$ cat src/rtl/uart_tx.sv
// uart_tx: serial transmitter, start + DATA_W data bits (LSB first) + optional parity + 1/2 stop bits.
module uart_tx #(
   parameter int unsigned DATA_W = 8,
   parameter int unsigned DIV_W  = 16
) (
   input  logic              clk,
   input  logic              rst,
   input  logic [DATA_W-1:0] tx_data,
   input  logic              tx_data_valid,
   output logic              tx_data_ready,
   output logic              tx,
   output logic              tx_busy,
   output logic              tx_done,
   input  logic [DIV_W-1:0]  csr_baud_div,
   input  logic              csr_parity_en,
   input  logic              csr_parity_odd,
   input  logic              csr_stop2
);

   localparam int unsigned BIT_W = $clog2(DATA_W + 1);

   typedef enum logic [2:0] {
      ST_IDLE,
      ST_START,
      ST_DATA,
      ST_PARITY,
      ST_STOP
   } state_t;

   state_t              state_q, state_d;
   logic [DIV_W-1:0]    baud_cnt_q, baud_cnt_d;
   logic [BIT_W-1:0]    bit_cnt_q, bit_cnt_d;
   logic [DATA_W-1:0]   shift_q, shift_d;
   logic [DIV_W-1:0]    div_q, div_d;
   logic                par_en_q, par_en_d;
   logic                stop2_q, stop2_d;
   logic                parity_q, parity_d;
   logic                tx_q, tx_d;
   logic                busy_q, busy_d;
   logic                done_q, done_d;

   logic [DIV_W-1:0]    div_m1;
   logic                bit_end;
   logic                last_data_bit;

   // Ready is combinational from state so a byte can be taken in the done cycle.
   assign tx_data_ready = (state_q == ST_IDLE) && !rst;
   assign tx            = tx_q;
   assign tx_busy       = busy_q;
   assign tx_done       = done_q;

   // Bit-period terminal count; a zero divisor behaves as one.
   always_comb begin
      div_m1        = (div_q == '0) ? '0 : div_q - DIV_W'(1);
      bit_end       = (baud_cnt_q == div_m1);
      last_data_bit = (bit_cnt_q == BIT_W'(DATA_W - 1));
   end

   // Next-state and next-output logic.
   always_comb begin
      state_d    = state_q;
      baud_cnt_d = baud_cnt_q;
      bit_cnt_d  = bit_cnt_q;
      shift_d    = shift_q;
      div_d      = div_q;
      par_en_d   = par_en_q;
      stop2_d    = stop2_q;
      parity_d   = parity_q;
      done_d     = 1'b0;
      tx_d       = 1'b1;
      busy_d     = 1'b0;

      if (state_q != ST_IDLE) begin
         baud_cnt_d = bit_end ? '0 : baud_cnt_q + DIV_W'(1);
      end

      case (state_q)
         ST_IDLE: begin
            baud_cnt_d = '0;
            bit_cnt_d  = '0;
            if (tx_data_valid && tx_data_ready) begin
               shift_d  = tx_data;
               div_d    = csr_baud_div;
               par_en_d = csr_parity_en;
               stop2_d  = csr_stop2;
               parity_d = (^tx_data) ^ csr_parity_odd;
               state_d  = ST_START;
            end
         end
         ST_START: begin
            if (bit_end) state_d = ST_DATA;
         end
         ST_DATA: begin
            if (bit_end) begin
               shift_d = shift_q >> 1;
               if (last_data_bit) begin
                  bit_cnt_d = '0;
                  state_d   = par_en_q ? ST_PARITY : ST_STOP;
               end else begin
                  bit_cnt_d = bit_cnt_q + BIT_W'(1);
               end
            end
         end
         ST_PARITY: begin
            if (bit_end) state_d = ST_STOP;
         end
         ST_STOP: begin
            // bit_cnt doubles as the stop-bit index here.
            if (bit_end) begin
               if (stop2_q && (bit_cnt_q == '0)) begin
                  bit_cnt_d = BIT_W'(1);
               end else begin
                  bit_cnt_d = '0;
                  state_d   = ST_IDLE;
                  done_d    = 1'b1;
               end
            end
         end
         default: begin
            state_d = ST_IDLE;
         end
      endcase

      // Line level follows the state being entered so tx stays aligned with state_q.
      case (state_d)
         ST_START:  tx_d = 1'b0;
         ST_DATA:   tx_d = shift_d[0];
         ST_PARITY: tx_d = parity_d;
         default:   tx_d = 1'b1;
      endcase
      busy_d = (state_d != ST_IDLE);
   end

   // State and datapath registers with synchronous reset.
   always_ff @(posedge clk) begin
      if (rst) begin
         state_q    <= ST_IDLE;
         baud_cnt_q <= '0;
         bit_cnt_q  <= '0;
         shift_q    <= '0;
         div_q      <= '0;
         par_en_q   <= 1'b0;
         stop2_q    <= 1'b0;
         parity_q   <= 1'b0;
         tx_q       <= 1'b1;
         busy_q     <= 1'b0;
         done_q     <= 1'b0;
      end else begin
         state_q    <= state_d;
         baud_cnt_q <= baud_cnt_d;
         bit_cnt_q  <= bit_cnt_d;
         shift_q    <= shift_d;
         div_q      <= div_d;
         par_en_q   <= par_en_d;
         stop2_q    <= stop2_d;
         parity_q   <= parity_d;
         tx_q       <= tx_d;
         busy_q     <= busy_d;
         done_q     <= done_d;
      end
   end

endmodule
$ cat config.mk
export PLATFORM = sky130hd
export DESIGN_NAME = uart_tx
export DESIGN_NICKNAME = d
export VERILOG_FILES = /design/src/rtl/uart_tx.sv
export SDC_FILE = /design/constraint.sdc
export NUM_CORES = 1
export LEC_CHECK = 0
export ABC_AREA = 1
export CAP_MARGIN = 25
export CORE_MARGIN = 2
export CORE_UTILIZATION = 24
export CTS_CLUSTER_DIAMETER = 150
export DETAILED_ROUTE_END_ITERATION = 6
export PLACE_DENSITY = 0.45
export SETUP_SLACK_MARGIN = 0.02
export SLEW_MARGIN = 10
export SYNTH_ARGS = -nofsm -noshare
export SYNTH_HDL_FRONTEND = slang
export SYNTH_SLANG_ARGS = --single-unit
$ cat constraint.sdc
create_clock -name clk -period 2.4 [get_ports clk]
set_input_delay 0.48 -clock clk [delete_from_list [all_inputs] [get_ports clk]]
set_output_delay 0.48 -clock clk [all_outputs]
set_load 0.05 [all_outputs]
==> impl_results.html <==
<table>
<tr><th>Metric</th><th>Value</th></tr>
<tr><th colspan="2">Floorplan</th></tr>
<tr><td>DIE WIDTH</td><td>123.9 µm</td></tr>
<tr><td>Die ar.</td><td>15360 µm²</td></tr>
<tr><td>Vertical extent of the die</td><td>123.9 µm</td></tr>
<tr><td>Floorplan core area</td><td>13990 µm²</td></tr>
<tr><td>Effective utilization at floorplan</td><td>0.2468</td></tr>
<tr><td>Number of standard-cell rows in the floorplan</td><td>43</td></tr>
<tr><td># IOs</td><td>34</td></tr>
<tr><th colspan="2">Synthesis</th></tr>
<tr><td>Syn Nets</td><td>578</td></tr>
<tr><td>Most common cell in the synthesized netlist</td><td>sky130_fd_sc_hd__nand2_1</td></tr>
<tr><td>Mapped Area</td><td>3452 µm²</td></tr>
<tr><td>Share of flip-flops with an asynchronous set or reset</td><td>0</td></tr>
<tr><td>Cell type with the largest total area after synthesis</td><td>sky130_fd_sc_hd__dfxtp_1</td></tr>
<tr><td>Number of different library cells in the post-synthesis netlist</td><td>37</td></tr>
<tr><td>Flip-flop and latch count after synthesis</td><td>53</td></tr>
<tr><td>Synthesis warning total</td><td>0</td></tr>
<tr><td>Top cells by count, synth</td><td>sky130_fd_sc_hd__nand2_1 (151), sky130_fd_sc_hd__inv_1 (64), sky130_fd_sc_hd__nor2_1 (63)</td></tr>
<tr><td>Mean area per synthesized cell</td><td>6.346 µm²</td></tr>
<tr><td>Top flip-flop cell by instance count after synthesis</td><td>sky130_fd_sc_hd__dfxtp_1</td></tr>
<tr><td>Gate Count Post-Synth</td><td>544</td></tr>
<tr><td>Share of Yosys cell area claimed by the top area cell type</td><td>0.3074</td></tr>
<tr><td>Number of synthesized flops with an enable pin</td><td>0</td></tr>
<tr><td>Share of the yosys chip area belonging to registers</td><td>0.3074</td></tr>
<tr><td>Leading cell types by total area after synthesis</td><td>sky130_fd_sc_hd__dfxtp_1 (31%), sky130_fd_sc_hd__nand2_1 (16%), sky130_fd_sc_hd__nand3_1 (7.7%)</td></tr>
<tr><th colspan="2">Timing</th></tr>
<tr><td>Highest attainable clock frequency</td><td>421.8 MHz</td></tr>
<tr><td>Max transition margin</td><td>0.6715</td></tr>
<tr><td>Total count of hold-check failures in the final report</td><td>0</td></tr>
<tr><td>Number of failing setup endpoints in the final timing report</td><td>0</td></tr>
<tr><td>Final worst path period need</td><td>2.371 ns</td></tr>
<tr><td>Final period util</td><td>0.9878</td></tr>
<tr><td>Worst-case hold slack</td><td>0.4717 ns</td></tr>
<tr><td>Transition time at the pin with the least slew margin</td><td>0.4912 ns</td></tr>
<tr><td>Pins Over Slew Limit</td><td>0</td></tr>
<tr><td>Final setup skew</td><td>0.005856 ns</td></tr>
<tr><td>Unrepaired setup endpoints after global routing</td><td>true</td></tr>
<tr><th colspan="2">Setup path</th></tr>
<tr><td>Critical path's top delay family</td><td>simple AND/OR/NAND/NOR gates</td></tr>
<tr><td>Cell mode on critical path</td><td>sky130_fd_sc_hd__nand2_2</td></tr>
<tr><td>Arrival @ worst endpoint</td><td>2.59 ns</td></tr>
<tr><td>Chain of cells forming the critical path</td><td>inv_2, ha_4, nand2_4, nor2_4, buf_12, nand2_8, buf_12, nand2_2, nand2_2, nand2_4, inv_2, nand2_2, nor2_1, nand3_1, nor2_2, nand2_2, nand2_2, nand2_4, nor2_4, a211oi_2</td></tr>
<tr><td>Critical path peak fanout</td><td>7</td></tr>
<tr><td>Req. time, crit path</td><td>2.62 ns</td></tr>
<tr><td>Longest individual stage delay on the worst path</td><td>0.33 ns</td></tr>
<tr><td>Buffering stage count on the worst path with inverters included</td><td>4</td></tr>
<tr><td>Type of the setup path with the least slack</td><td>reg -&gt; reg</td></tr>
<tr><td>Crit end category</td><td>flop</td></tr>
<tr><td>Type of element launching the critical path</td><td>flop</td></tr>
<tr><td>CP max stage cell</td><td>sky130_fd_sc_hd__dfxtp_2</td></tr>
<tr><th colspan="2">Min path</th></tr>
<tr><td>Class of the tightest hold or removal check</td><td>reg -&gt; reg</td></tr>
<tr><th colspan="2">Route</th></tr>
<tr><td>Number of nets with antenna violations after routing</td><td>0</td></tr>
<tr><td>Vias per std cell</td><td>4.606</td></tr>
<tr><td>First drt pass iteration count</td><td>5</td></tr>
<tr><td>Final routed DRC violation total</td><td>0</td></tr>
<tr><td>Routed len/inst</td><td>12.90 µm</td></tr>
<tr><td>Detailed Route Iter0 Violations</td><td>167</td></tr>
<tr><td>Overall routed net length</td><td>10150 µm</td></tr>
<tr><td>Number of vias in the routed layout</td><td>3625</td></tr>
<tr><th colspan="2">Placement</th></tr>
<tr><td>Buffers added on ports</td><td>33</td></tr>
<tr><td>Detailed placer's ending HPWL</td><td>7677 µm</td></tr>
<tr><td>Global placer's final weighted congestion</td><td>0.8980</td></tr>
<tr><td>Post-placement cell count</td><td>765</td></tr>
<tr><td>Placed cell area</td><td>4115 µm²</td></tr>
<tr><th colspan="2">Cells and area</th></tr>
<tr><td>Number of filler instances in the final layout</td><td>1539</td></tr>
<tr><td>Non-filler instance count after layout</td><td>787</td></tr>
<tr><td>Layout overhead on the synthesized area</td><td>36.03%</td></tr>
<tr><td>Net count of the finished layout</td><td>640</td></tr>
<tr><td>Number of diodes</td><td>0</td></tr>
<tr><td>Design Area, Final</td><td>4696 µm²</td></tr>
<tr><td>Share of cells above drive strength 1</td><td>0.2191</td></tr>
<tr><th colspan="2">Pwr</th></tr>
<tr><td>IR Drop Worst-Case VDD</td><td>0.2817 mV</td></tr>
<tr><td>Leakage</td><td>2.014 nW</td></tr>
<tr><td>Power density normalized to cell area</td><td>592.3 nW/µm²</td></tr>
<tr><th colspan="2">Global routing</th></tr>
<tr><td>GRT overflow</td><td>0</td></tr>
<tr><td>Number of global-route vias before repair</td><td>3405</td></tr>
<tr><td>Antenna violations before repair</td><td>0</td></tr>
<tr><td>Wire length of the first global-routing pass</td><td>16620 µm</td></tr>
<tr><td>Pin count of the biggest net entering global routing</td><td>34</td></tr>
<tr><td>GRT Resource Usage Total</td><td>0.1374</td></tr>
<tr><th colspan="2">Clock network</th></tr>
<tr><td>Number of CTS-inserted buffers</td><td>5</td></tr>
<tr><td>Clock tree from TritonCTS</td><td>built</td></tr>
<tr><td>H-tree depth</td><td>2</td></tr>
<tr><td>Clock-pin slew on the worst setup and hold paths</td><td>0.07 ns</td></tr>
<tr><td>Skew-Pair Late Insertion Delay</td><td>0.30 ns</td></tr>
<tr><td>Worst-case clock buffer depth</td><td>2</td></tr>
<tr><td>Post-CTS Hold Buffers</td><td>0</td></tr>
<tr><td>Cell chosen for the clock root</td><td>sky130_fd_sc_hd__clkbuf_16</td></tr>
<tr><td>Sinks on the clock net</td><td>53</td></tr>
<tr><th colspan="2">Job</th></tr>
<tr><td>Max Cap Viol</td><td>0</td></tr>
<tr><th colspan="2">Outcome</th></tr>
<tr><td>Result of the run</td><td>finished, final reports clean</td></tr>
</table>
-- state kept, by name, summed over array words and instances, names as in the netlist --
name	cells
tx_busy	1
parity_q	1
baud_cnt_q	16
shift_q	8
par_en_q	1
stop2_q	1
tx_done	1
state_q	3
tx	1
bit_cnt_q	4
div_q	16
-- through the flow --
stage	TNS (ns)	setup slack (ns)	util	total power, W
6_report	0	0.02928	0.3357	0.002781
5_1_grt	-1.108	-0.1253	0.3357	0.002930
4_1_cts	0	0.02220	0.3196	0.002713
3_5_place_dp	-0.3578	-0.09363	0.2942	0.001681
3_3_place_gp	-0.1263	-0.07262	0.2942	0.001679
2_1_floorplan	0	0.1532	-	0.001472
-- worst min-delay path: stages, from the launching register on --
cell,delay [ns]
sky130_fd_sc_hd__dfxtp_1,0.32
sky130_fd_sc_hd__nand2_1,0.06
sky130_fd_sc_hd__a21oi_1,0.05
-- cell families after synthesis --
kind of cell / Yosys count / synth area share
DFF: 53 / 0.3074
adders and majority gates: 4 / 0.01450
AOI/OAI and AO/OA: 59 / 0.09351
xor gates and xnor gates: 15 / 0.03806
buffers and inverters: 78 / 0.09133
and+or+nand+nor: 335 / 0.4552
-- layout make-up --
| cell class | instances | area [µm²] | area share |
|---|---|---|---|
| Clock buffer | 5 | 125.1 | 0.02665 |
| Clock inverter | 3 | 65.06 | 0.01386 |
| Sequential cell | 53 | 1070 | 0.2278 |
| Timing Repair Buffer | 65 | 641.9 | 0.1367 |
| Inverter | 66 | 251.5 | 0.05356 |
| Multi-Input combinational cell | 415 | 2317 | 0.4935 |
| Tap cell | 180 | 225.2 | 0.04796 |
-- report_power, final --
part / switching, W / internal [W]
logic: 0.000521 / 0.000362
registers: 0.0000375 / 0.000919
clock network: 0.000346 / 0.000597
-- layout by cell type, fill, tap and decap left out, types with 19 or more instances in the layout --
cell                              count
sky130_fd_sc_hd__buf_4               26
sky130_fd_sc_hd__o21ai_0             19
sky130_fd_sc_hd__dfxtp_1             48
sky130_fd_sc_hd__clkdlybuf4s50_1     32
sky130_fd_sc_hd__nand3_1             47
sky130_fd_sc_hd__a21oi_1             22
sky130_fd_sc_hd__nand2_1            137
sky130_fd_sc_hd__nand2_2             19
sky130_fd_sc_hd__inv_1               60
sky130_fd_sc_hd__nor2_1              48
-- per-layer routing --
metal,share of wire,wire [µm],up-vias,GRT usage
li1,-,-,1882,-
met1,0.50,5072,1644,0.1977
met2,0.44,4466,85,0.2109
met3,0.039,395,14,0.01877
met4,0.021,214,0,0.04494
met5,0,0,-,0
-- path summary, 6_finish.rpt --
path | start | depth (start not counted) | endpoint | slack (ns)
min | shift_q[7] | 2 | shift_q[7] | 0.47
max reg2reg | div_q[1] | 20 | bit_cnt_q[0] | 0.03
min reg2reg | shift_q[7] | 2 | shift_q[7] | 0.47
max | div_q[1] | 20 | bit_cnt_q[0] | 0.03
-- repair_timing --
| action | CTS | global route |
|---|---|---|
| gates resized for setup | 14 | 64 |
| endpoints found under the setup margin | 18 | 33 |
| setup buffers | 8 | 4 |
| pin swaps | 8 | 30 |
| gates cloned | 1 | 1 |
Note: power is estimated with default switching activity, not from simulation.
